`src/rtl/sc_core_oz_lsu.sv`:
```
// sc_core_oz_lsu: load/store unit between the register file and data memory.
// Runs the req/grant/response handshake, stalls the core while busy and extends load data.
module sc_core_oz_lsu #(
  parameter int unsigned TIMEOUT_CYCLES  = 16,
  parameter logic [31:0] RESET_LOAD_DATA = 32'h0
) (
  input  logic        clk,
  input  logic        rst,
  input  logic        CtrlLoad,
  input  logic        CtrlStore,
  input  logic [2:0]  Funct3,
  input  logic [31:0] AluOut,
  input  logic [31:0] RegRdData2,
  output logic        LsuStall,
  output logic [31:0] LoadData,
  output logic        MisalignedExc,
  output logic        BusErr,
  output logic        DmemReq,
  output logic        DmemWr,
  output logic [31:0] DmemAddr,
  output logic [3:0]  DmemByteEn,
  output logic [31:0] DmemWrData,
  input  logic        DmemGnt,
  input  logic        DmemRspValid,
  input  logic [31:0] DmemRdData
);

  localparam int unsigned CntW = (TIMEOUT_CYCLES > 1) ? $clog2(TIMEOUT_CYCLES) : 1;
  localparam logic [CntW-1:0] CntLast = CntW'(TIMEOUT_CYCLES - 1);

  localparam logic [2:0] F3_LB  = 3'b000;
  localparam logic [2:0] F3_LH  = 3'b001;
  localparam logic [2:0] F3_LW  = 3'b010;
  localparam logic [2:0] F3_LBU = 3'b100;
  localparam logic [2:0] F3_LHU = 3'b101;

  typedef enum logic [1:0] {
    S_IDLE = 2'd0,
    S_REQ  = 2'd1,
    S_WAIT = 2'd2,
    S_DONE = 2'd3
  } state_t;

  state_t          state;
  logic [CntW-1:0] cnt;
  logic [2:0]      f3_q;
  logic [1:0]      off_q;

  logic            op;
  logic            at_limit;
  logic            legal_c;
  logic [3:0]      be_c;
  logic [31:0]     wd_c;
  logic [7:0]      rd_byte_c;
  logic [15:0]     rd_half_c;
  logic [31:0]     ext_c;

  assign op       = CtrlLoad | CtrlStore;
  assign at_limit = (cnt == CntLast);

  // The core must not see a stall while the unit itself is held in reset.
  assign LsuStall = op & (state != S_DONE) & ~rst;

  // Access legality, byte lanes and lane-replicated store data for the incoming op.
  always_comb begin
    legal_c = 1'b0;
    be_c    = 4'b0000;
    wd_c    = 32'h0;
    case (Funct3)
      F3_LB, F3_LBU: begin
        legal_c = 1'b1;
        be_c    = 4'b0001 << AluOut[1:0];
        wd_c    = {4{RegRdData2[7:0]}};
      end
      F3_LH, F3_LHU: begin
        legal_c = ~AluOut[0];
        be_c    = 4'b0011 << AluOut[1:0];
        wd_c    = {2{RegRdData2[15:0]}};
      end
      F3_LW: begin
        legal_c = (AluOut[1:0] == 2'b00);
        be_c    = 4'b1111;
        wd_c    = RegRdData2;
      end
      default: begin
        legal_c = 1'b0;
      end
    endcase
  end

  // Extract the addressed lane of the returned word and extend it.
  always_comb begin
    case (off_q)
      2'd0:    rd_byte_c = DmemRdData[7:0];
      2'd1:    rd_byte_c = DmemRdData[15:8];
      2'd2:    rd_byte_c = DmemRdData[23:16];
      default: rd_byte_c = DmemRdData[31:24];
    endcase
    rd_half_c = off_q[1] ? DmemRdData[31:16] : DmemRdData[15:0];
    case (f3_q)
      F3_LB:   ext_c = {{24{rd_byte_c[7]}}, rd_byte_c};
      F3_LBU:  ext_c = {24'h0, rd_byte_c};
      F3_LH:   ext_c = {{16{rd_half_c[15]}}, rd_half_c};
      F3_LHU:  ext_c = {16'h0, rd_half_c};
      default: ext_c = DmemRdData;
    endcase
  end

  // Access sequencer: captures the request, tracks the handshake and aborts on timeout.
  always_ff @(posedge clk or posedge rst) begin
    if (rst) begin
      state         <= S_IDLE;
      cnt           <= '0;
      f3_q          <= 3'b000;
      off_q         <= 2'b00;
      DmemReq       <= 1'b0;
      DmemWr        <= 1'b0;
      DmemAddr      <= 32'h0;
      DmemByteEn    <= 4'b0000;
      DmemWrData    <= 32'h0;
      LoadData      <= RESET_LOAD_DATA;
      MisalignedExc <= 1'b0;
      BusErr        <= 1'b0;
    end else begin
      MisalignedExc <= 1'b0;
      BusErr        <= 1'b0;
      case (state)
        S_IDLE: begin
          if (op && legal_c) begin
            state      <= S_REQ;
            cnt        <= '0;
            DmemReq    <= 1'b1;
            DmemWr     <= CtrlStore;
            DmemAddr   <= {AluOut[31:2], 2'b00};
            DmemByteEn <= be_c;
            DmemWrData <= wd_c;
            f3_q       <= Funct3;
            off_q      <= AluOut[1:0];
          end else if (op) begin
            state         <= S_DONE;
            MisalignedExc <= 1'b1;
          end
        end
        S_REQ: begin
          cnt <= cnt + 1'b1;
          if (DmemGnt && (DmemWr || DmemRspValid)) begin
            state   <= S_DONE;
            DmemReq <= 1'b0;
            if (!DmemWr) begin
              LoadData <= ext_c;
            end
          end else if (at_limit) begin
            state    <= S_DONE;
            DmemReq  <= 1'b0;
            BusErr   <= 1'b1;
            LoadData <= RESET_LOAD_DATA;
          end else if (DmemGnt) begin
            state   <= S_WAIT;
            DmemReq <= 1'b0;
          end
        end
        S_WAIT: begin
          cnt <= cnt + 1'b1;
          if (DmemRspValid) begin
            state    <= S_DONE;
            LoadData <= ext_c;
          end else if (at_limit) begin
            state    <= S_DONE;
            BusErr   <= 1'b1;
            LoadData <= RESET_LOAD_DATA;
          end
        end
        S_DONE: begin
          state <= S_IDLE;
        end
        default: begin
          state <= S_IDLE;
        end
      endcase
    end
  end

endmodule

```
`config.mk`:
```
export PLATFORM = sky130hd
export DESIGN_NAME = sc_core_oz_lsu
export DESIGN_NICKNAME = d
export VERILOG_FILES = /design/src/rtl/sc_core_oz_lsu.sv
export SDC_FILE = /design/constraint.sdc
export NUM_CORES = 1
export LEC_CHECK = 0
export BUFFER_PORTS_ARGS = -buffer_cell sky130_fd_sc_hd__buf_2
export CAP_MARGIN = 20
export CORE_AREA = 4 4 108 110
export DETAILED_ROUTE_END_ITERATION = 8
export DIE_AREA = 0 0 112 114
export PLACE_DENSITY = 0.83
export SLEW_MARGIN = 20
export SYNTH_ARGS = -nofsm -noshare
export SYNTH_HDL_FRONTEND = slang
export SYNTH_SLANG_ARGS = --single-unit
export TNS_END_PERCENT = 50
```
`constraint.sdc`:
```
create_clock -name clk -period 5.8 [get_ports clk]
set_input_delay 0.29 -clock clk [delete_from_list [all_inputs] [get_ports clk]]
set_output_delay 0.29 -clock clk [all_outputs]
set_load 0.03 [all_outputs]
```
==> results of run 1 <==
==> how the worst max path moves through the flow <==
stage                         endpoint       from  slack (ns)
after global placement    DmemAddr[16]  Funct3[0]        3.45
after global routing      DmemAddr[19]   state[1]        3.14
final                     DmemAddr[19]   state[0]        3.28
after floorplan                 BusErr        rst        2.52
after CTS                  DmemAddr[3]   state[0]        3.33
after detailed placement   DmemAddr[3]   state[0]        3.35
==> placed cells by master, fill, tap and decap left out, types with 2 or more instances in the layout <==
cell	count
a211oi_1	2
a22oi_1	9
nor2_1	23
and3_1	7
mux2_2	37
nand3_1	2
ha_1	6
nand2b_1	10
and2_1	12
clkinv_4	3
a21oi_1	28
clkinvlp_4	3
o21ai_0	45
a32o_1	5
nor3_1	11
o2bb2ai_1	8
nor2b_1	2
buf_4	6
o221a_1	10
mux4_1	7
a221o_1	13
dlygate4sd3_1	25
o22ai_1	8
mux2i_1	11
a2bb2oi_1	2
nand2_1	51
nor4_1	2
inv_1	17
conb_1	2
inv_6	4
clkbuf_16	16
dfrtp_1	113
a22o_1	6
buf_2	207
o221a_2	2
o32ai_1	4
clkinv_2	3
bufinv_16	2
nor3b_1	4
a221oi_1	2
==> synthesized netlist by cell type, types with 2 or more instances <==
cell	n	area, µm²
a2bb2oi_1	2	17.5
nor2b_1	2	12.5
ha_1	6	75.1
mux2i_1	11	110
nand2b_1	10	62.6
nand3_1	2	10.0
a221oi_1	2	17.5
o32ai_1	4	35.0
a22oi_1	9	67.6
buf_6	2	22.5
o221a_1	10	113
clkbuf_1	29	109
dfrtp_1	113	2830
o22ai_1	8	50.1
buf_2	8	40.0
nor3_1	11	55.1
and3_1	7	43.8
nor4_1	2	12.5
a211oi_1	2	15.0
a221o_1	13	130
inv_1	18	67.6
nor2_1	23	86.3
nor3b_1	4	30.0
a21oi_1	28	140
a22o_1	6	52.6
nand2_1	51	191
buf_4	2	15.0
mux2_2	37	417
and2_1	12	75.1
o221a_2	2	22.5
mux4_1	7	184
o21ai_0	45	225
o2bb2ai_1	8	70.1
a32o_1	5	50.1
==> flip-flops by register name, summed over array words and instances, names as in the netlist, 2 cells and up <==
register	flops
state	2
off_q	2
DmemAddr	30
LoadData	32
f3_q	3
cnt	4
DmemWrData	32
DmemByteEn	4
==> power by group <==
part           switching, µW  total [µW]  leakage (µW)  internal [µW]
clock                    397        1010      0.000275            615
combinational           1340        2120       0.00202            782
sequential               295        1450       0.00140           1160
total                   2030        4590       0.00369           2560
==> cells by family (layout without fill, tap and decap cells) <==
kind of cell	Yosys count	count (layout)	share of synthesized area [%]
DFF	113	113	50.6
adders and majority gates	6	6	1.34
AOI/OAI and AO/OA	153	153	19.3
and+or+nand+nor	128	128	11.0
muxes	56	56	13.0
buffers and inverters	60	288	4.62
other	1	2	0.0672
==> layout make-up <==
cell class              count  area (µm²)  share of cell area, %
clock inverters            15         159                   2.12
inverters                  18        70.1                  0.936
flip-flops and latches    113        2830                   37.8
multi-input cells         345        2510                   33.5
well taps                 140         175                   2.34
clock buffers              17         414                   5.53
repair buffers            238        1330                   17.8
==> through the flow <==
| stage | power, µW | cell area (µm²) | util, % |
|---|---|---|---|
| CTS | 4600 | 7470 | 69.8 |
| global route | 4850 | 7490 | 70.0 |
| global placement | 3480 | 6670 | 62.3 |
| finish | 4590 | 7490 | 70.0 |
| floorplan | 2940 | 5590 | - |
| detailed placement | 3560 | 6670 | 62.3 |
==> worst max-delay path: stages (launching register included) <==
cell and delay, ns:
dfrtp_1 0.40, inv_1 0.11, ha_1 0.28, o21ai_0 0.15, o21bai_4 0.17, buf_4 0.79
mux2_2 0.43
==> repair_timing <==
action,in CTS,in global routing
endpoints found under the hold margin,83,2
endpoints found under the setup margin,0,0
hold buffers,23,2
==> routing by layer <==
layer / part of all wire [%] / track usage, % / wire length (µm)
met4: 2.6 / 10.6 / 439
met3: 9.4 / 8.91 / 1580
met1: 37 / 31.4 / 6220
met5: 0 / 0 / 0
met2: 51 / 45.0 / 8560
==> impl_metrics.json, run 1 <==
{
  "outcome": "finished clean",
  "fillCellCount": 803,
  "dp_slack_ns": 3.35,
  "hold_viol": 0,
  "clock_latency_ns": 0.52,
  "stdcell_count": 886,
  "place_inst": 829,
  "drt_iter0_markers": 434,
  "wl_per_cell_um": 19.0,
  "synth_cell_types": 50,
  "rr_endpoint": "DmemAddr[19]",
  "place_congestion": 0.934,
  "min_delay_worst_endpoint": "DmemAddr[26]",
  "ant_nets": 0,
  "tightestPinTransition_ns": 1.04,
  "hold-worst-slack_ns": 0.0194,
  "grt_overflow_total": 0,
  "worstHoldStart": "AluOut[26]",
  "clkTransAtPathRegs_ns": 0.06,
  "arrival_ns": 2.91,
  "setup_ws_ns": 3.28,
  "worstPathMaxFanout": 110,
  "antenna_found_initial": 0,
  "setup_viol": 0,
  "finalMaxSlewViolations": 0,
  "antenna_cells": 0,
  "ctsResizeCount": 0,
  "grt_max_degree": 111,
  "pwr_density_cell_nw_per_um2": 613,
  "cts_setup_buffers": 0,
  "fp.dieH_um": 114,
  "hold_path_class": "input pin to register",
  "min_period_ns": 2.52,
  "period_share_pct": 43.4,
  "syn_avg_cell_area_um2": 10.8,
  "grt_usage_pct": 26.6,
  "drc_errors": 0,
  "grt_pass1_vias": 5242,
  "grt_pass1_wl_mm": 27.0,
  "rows": 38,
  "cts_made_buffers": 17,
  "nets": 844,
  "root_buffer": "clkbuf_8",
  "cp_data_required_time_ns": 6.19,
  "worstReg2RegStart": "state[0]",
  "avgViaCountPerCell": 5.80,
  "peakVddDrop_mv": 0.379,
  "synthToLayoutAreaGrowth_pct": 34.2,
  "ys_seq_elements": 113,
  "clock_skew_ns": 0.00920,
  "ys_async_sr_fraction_pct": 100,
  "slew-limit-headroom_pct": 30.8,
  "via_count": 5138,
  "clockBufferDepth": 2,
  "syn-instance-count": 517,
  "clock_sink_count": 113,
  "die-area_um2": 12800,
  "fmax_mhz": 397,
  "r2r_setup_slack_ns": 3.28,
  "netlist_area_um2": 5580,
  "synth-seq-area-share_pct": 50.6,
  "routed_wl_mm": 16.8,
  "first_pass_iters": 5,
  "critPathLaunchType": "register",
  "grt_setup_unrepaired": "false",
  "pin_count": 210,
  "maxCapViolCount": 0,
  "die_w_um": 112,
  "r2r_cells": 6,
  "setup-tns-final_ns": 0,
  "hold_depth": 2,
  "start_util_pct": 52.2,
  "core_area_um2": 10700,
  "drive_gt1_share_pct": 38.9,
  "tritoncts": "built",
  "htreeDepth": 4,
  "synth_warnings": 0,
  "critPathKind": "register to register",
  "synth_edf_count": 0,
  "leakagePower_uw": 0.00369,
  "synth_flop_cell": "dfrtp_1",
  "numPortBuffers": 207,
  "critPathCaptureType": "register",
  "dp_hpwl_mm": 11.4
}
Power figures use the tool's default switching activity.
==> run 2: changes to the inputs <==
--- a/config.mk
+++ b/config.mk
@@ -7,10 +7,10 @@
 export LEC_CHECK = 0
 export BUFFER_PORTS_ARGS = -buffer_cell sky130_fd_sc_hd__buf_2
 export CAP_MARGIN = 20
-export CORE_AREA = 4 4 108 110
+export CORE_AREA = 4 4 111 113
 export DETAILED_ROUTE_END_ITERATION = 8
-export DIE_AREA = 0 0 112 114
-export PLACE_DENSITY = 0.83
+export DIE_AREA = 0 0 115 117
+export PLACE_DENSITY = 0.79
 export SLEW_MARGIN = 20
 export SYNTH_ARGS = -nofsm -noshare
 export SYNTH_HDL_FRONTEND = slang
==> constraint.sdc (replaced) <==
create_clock -name clk -period 2.55 [get_ports clk]
set_input_delay 0.1275 -clock clk [delete_from_list [all_inputs] [get_ports clk]]
set_output_delay 0.1275 -clock clk [all_outputs]
set_load 0.03 [all_outputs]
==> run 2 against run 1 <==
Power grew 130%. Die area increased by 5.4%. Combinational power rose by 140%. Core utilization shrank 1.6 points. First-iteration DRC count is 9.9% higher. Critical path depth did not move. Sequential share of layout area shrank 1.2 points. Sequential cell count did not move. Wire length up 4.8%. Via count increased by 1.8%. Final cell count is 3.4% higher. Worst setup slack worse by 2.9 ns.
==> impl_metrics.json, run 2 (synthesis results as in run 1) <==
{
  "core_area_um2": 11300,
  "worstPathMaxFanout": 34,
  "antenna_found_initial": 0,
  "crit_chain": "inv_1 -> ha_1 -> o21ai_0 -> o21bai_4 -> buf_12 -> mux2_2",
  "min_period_ns": 2.12,
  "avgViaCountPerCell": 5.71,
  "root_buffer": "clkbuf_16",
  "place_inst": 840,
  "clock_latency_ns": 0.41,
  "hold_path_class": "input pin to register",
  "hold_buffers": 43,
  "setup_viol": 0,
  "grt_pass1_wl_mm": 27.5,
  "cts_made_buffers": 17,
  "drive_gt1_share_pct": 38.2,
  "arrival_ns": 2.41,
  "finalMaxSlewViolations": 0,
  "pin_count": 210,
  "fmax_mhz": 472,
  "die_w_um": 115,
  "critPathKind": "register to register",
  "pwr_density_cell_nw_per_um2": 1350,
  "cts_setup_buffers": 0,
  "drt_iter0_markers": 477,
  "clkTransAtPathRegs_ns": 0.05,
  "layout_commonest_cell": "buf_2",
  "ant_nets": 0,
  "first_pass_iters": 6,
  "clock_sink_count": 113,
  "nets": 870,
  "tightestPinTransition_ns": 0.901,
  "critPathLaunchType": "register",
  "peakVddDrop_mv": 0.901,
  "wl_per_cell_um": 19.2,
  "start_util_pct": 49.3,
  "htreeDepth": 4,
  "drc_errors": 0,
  "hold_viol": 0,
  "maxCapViolCount": 0,
  "numPortBuffers": 207,
  "ctsResizeCount": 0,
  "dp_hpwl_mm": 12.1,
  "synthToLayoutAreaGrowth_pct": 38.6,
  "die-area_um2": 13500,
  "cp_data_required_time_ns": 2.84,
  "clockBufferDepth": 2,
  "critPathCaptureType": "register",
  "grt_max_degree": 62,
  "rows": 39,
  "grt_overflow_total": 0,
  "via_count": 5230,
  "critPathSlowestCell": "dfrtp_1",
  "period_share_pct": 83.2,
  "fp.dieH_um": 117,
  "tritoncts": "built",
  "reg_top3": "DmemWrData: 32 flops, LoadData: 32 flops, DmemAddr: 30 flops",
  "outcome": "finished clean",
  "routed_wl_mm": 17.6,
  "final_cell_mix": "buf_2, dfrtp_1, nand2_1",
  "place_congestion": 0.883,
  "clock_skew_ns": 0.00832,
  "stdcell_count": 916,
  "grt_setup_unrepaired": "false",
  "cpPeakStageDelay_ns": 0.40,
  "setup-tns-final_ns": 0,
  "slew-limit-headroom_pct": 39.9,
  "grt_pass1_vias": 5325,
  "grt_usage_pct": 26.6,
  "leakagePower_uw": 0.00381
}
run 2: changes by cell type in the layout (fill, tap and decap cells not counted), moves of 2 or more:
cell / previous run / this run
buf_4: 6 / 12
dlygate4sd3_1: 25 / 43
clkinv_2: 3 / 5
clkbuf_1: 0 / 3
clkinv_4: 3 / 1
buf_12: 0 / 2
inv_6: 4 / 0
run 2: worst paths after layout:
path / start / to / slack [ns] / cells past startpoint
max: state[0] / DmemAddr[12] / 0.43 / 6
min: RegRdData2[5] / DmemWrData[5] / 0.02 / 3
max reg2reg: state[0] / DmemAddr[12] / 0.43 / 6
min reg2reg: LoadData[4] / LoadData[4] / 0.48 / 1
max in group asynchronous: rst / DmemAddr[9] / 1.50 / 4
min in group asynchronous: rst / DmemWrData[20] / 0.48 / 4
run 2: routing by layer:
layer / GRT usage [%] / wire length [µm]
met2: 45.8 / 8790
met3: 8.07 / 1670
met4: 12.4 / 598
met5: 0 / 0
met1: 30.4 / 6540
run 2: through the flow:
step | total power (µW) | hold slack, ns | area (µm²) | worst slack (ns) | utilization [%]
6_report | 10400 | 0.0153 | 7740 | 0.429 | 68.4
5_1_grt | 11000 | 0.0138 | 7740 | 0.283 | 68.3
4_1_cts | 10500 | 0.00244 | 7740 | 0.430 | 68.3
3_5_place_dp | 8170 | 0.365 | 6760 | 0.437 | 59.7
3_3_place_gp | 7980 | 0.358 | 6760 | 0.523 | 59.7
2_1_floorplan | 6680 | 0.264 | 5590 | 0.610 | -
run 2: final cells by class:
class / count / area (µm²)
clock buffer: 22 / 464
sequential: 113 / 2830
multi-input combinational: 345 / 2510
antenna: 1 / 2.50
clock inverter: 10 / 86.3
inverter: 18 / 71.3
tap: 143 / 179
fill: 840 / 3580
timing repair buffer: 264 / 1600
run 2: report_power, final:
group / internal, µW / switching (µW) / total [µW]
combinational: 1840 / 3170 / 5010
clock: 1380 / 812 / 2190
sequential: 2640 / 596 / 3240
total: 5860 / 4570 / 10400
run 2: worst max-delay path, delay by kind of cell (launching register included):
kind / cells / cell delay [ns]
compound gates: 2 / 0.54
buf+inv: 2 / 0.40
fa+ha+maj: 1 / 0.28
mux: 1 / 0.37
flops: 1 / 0.40
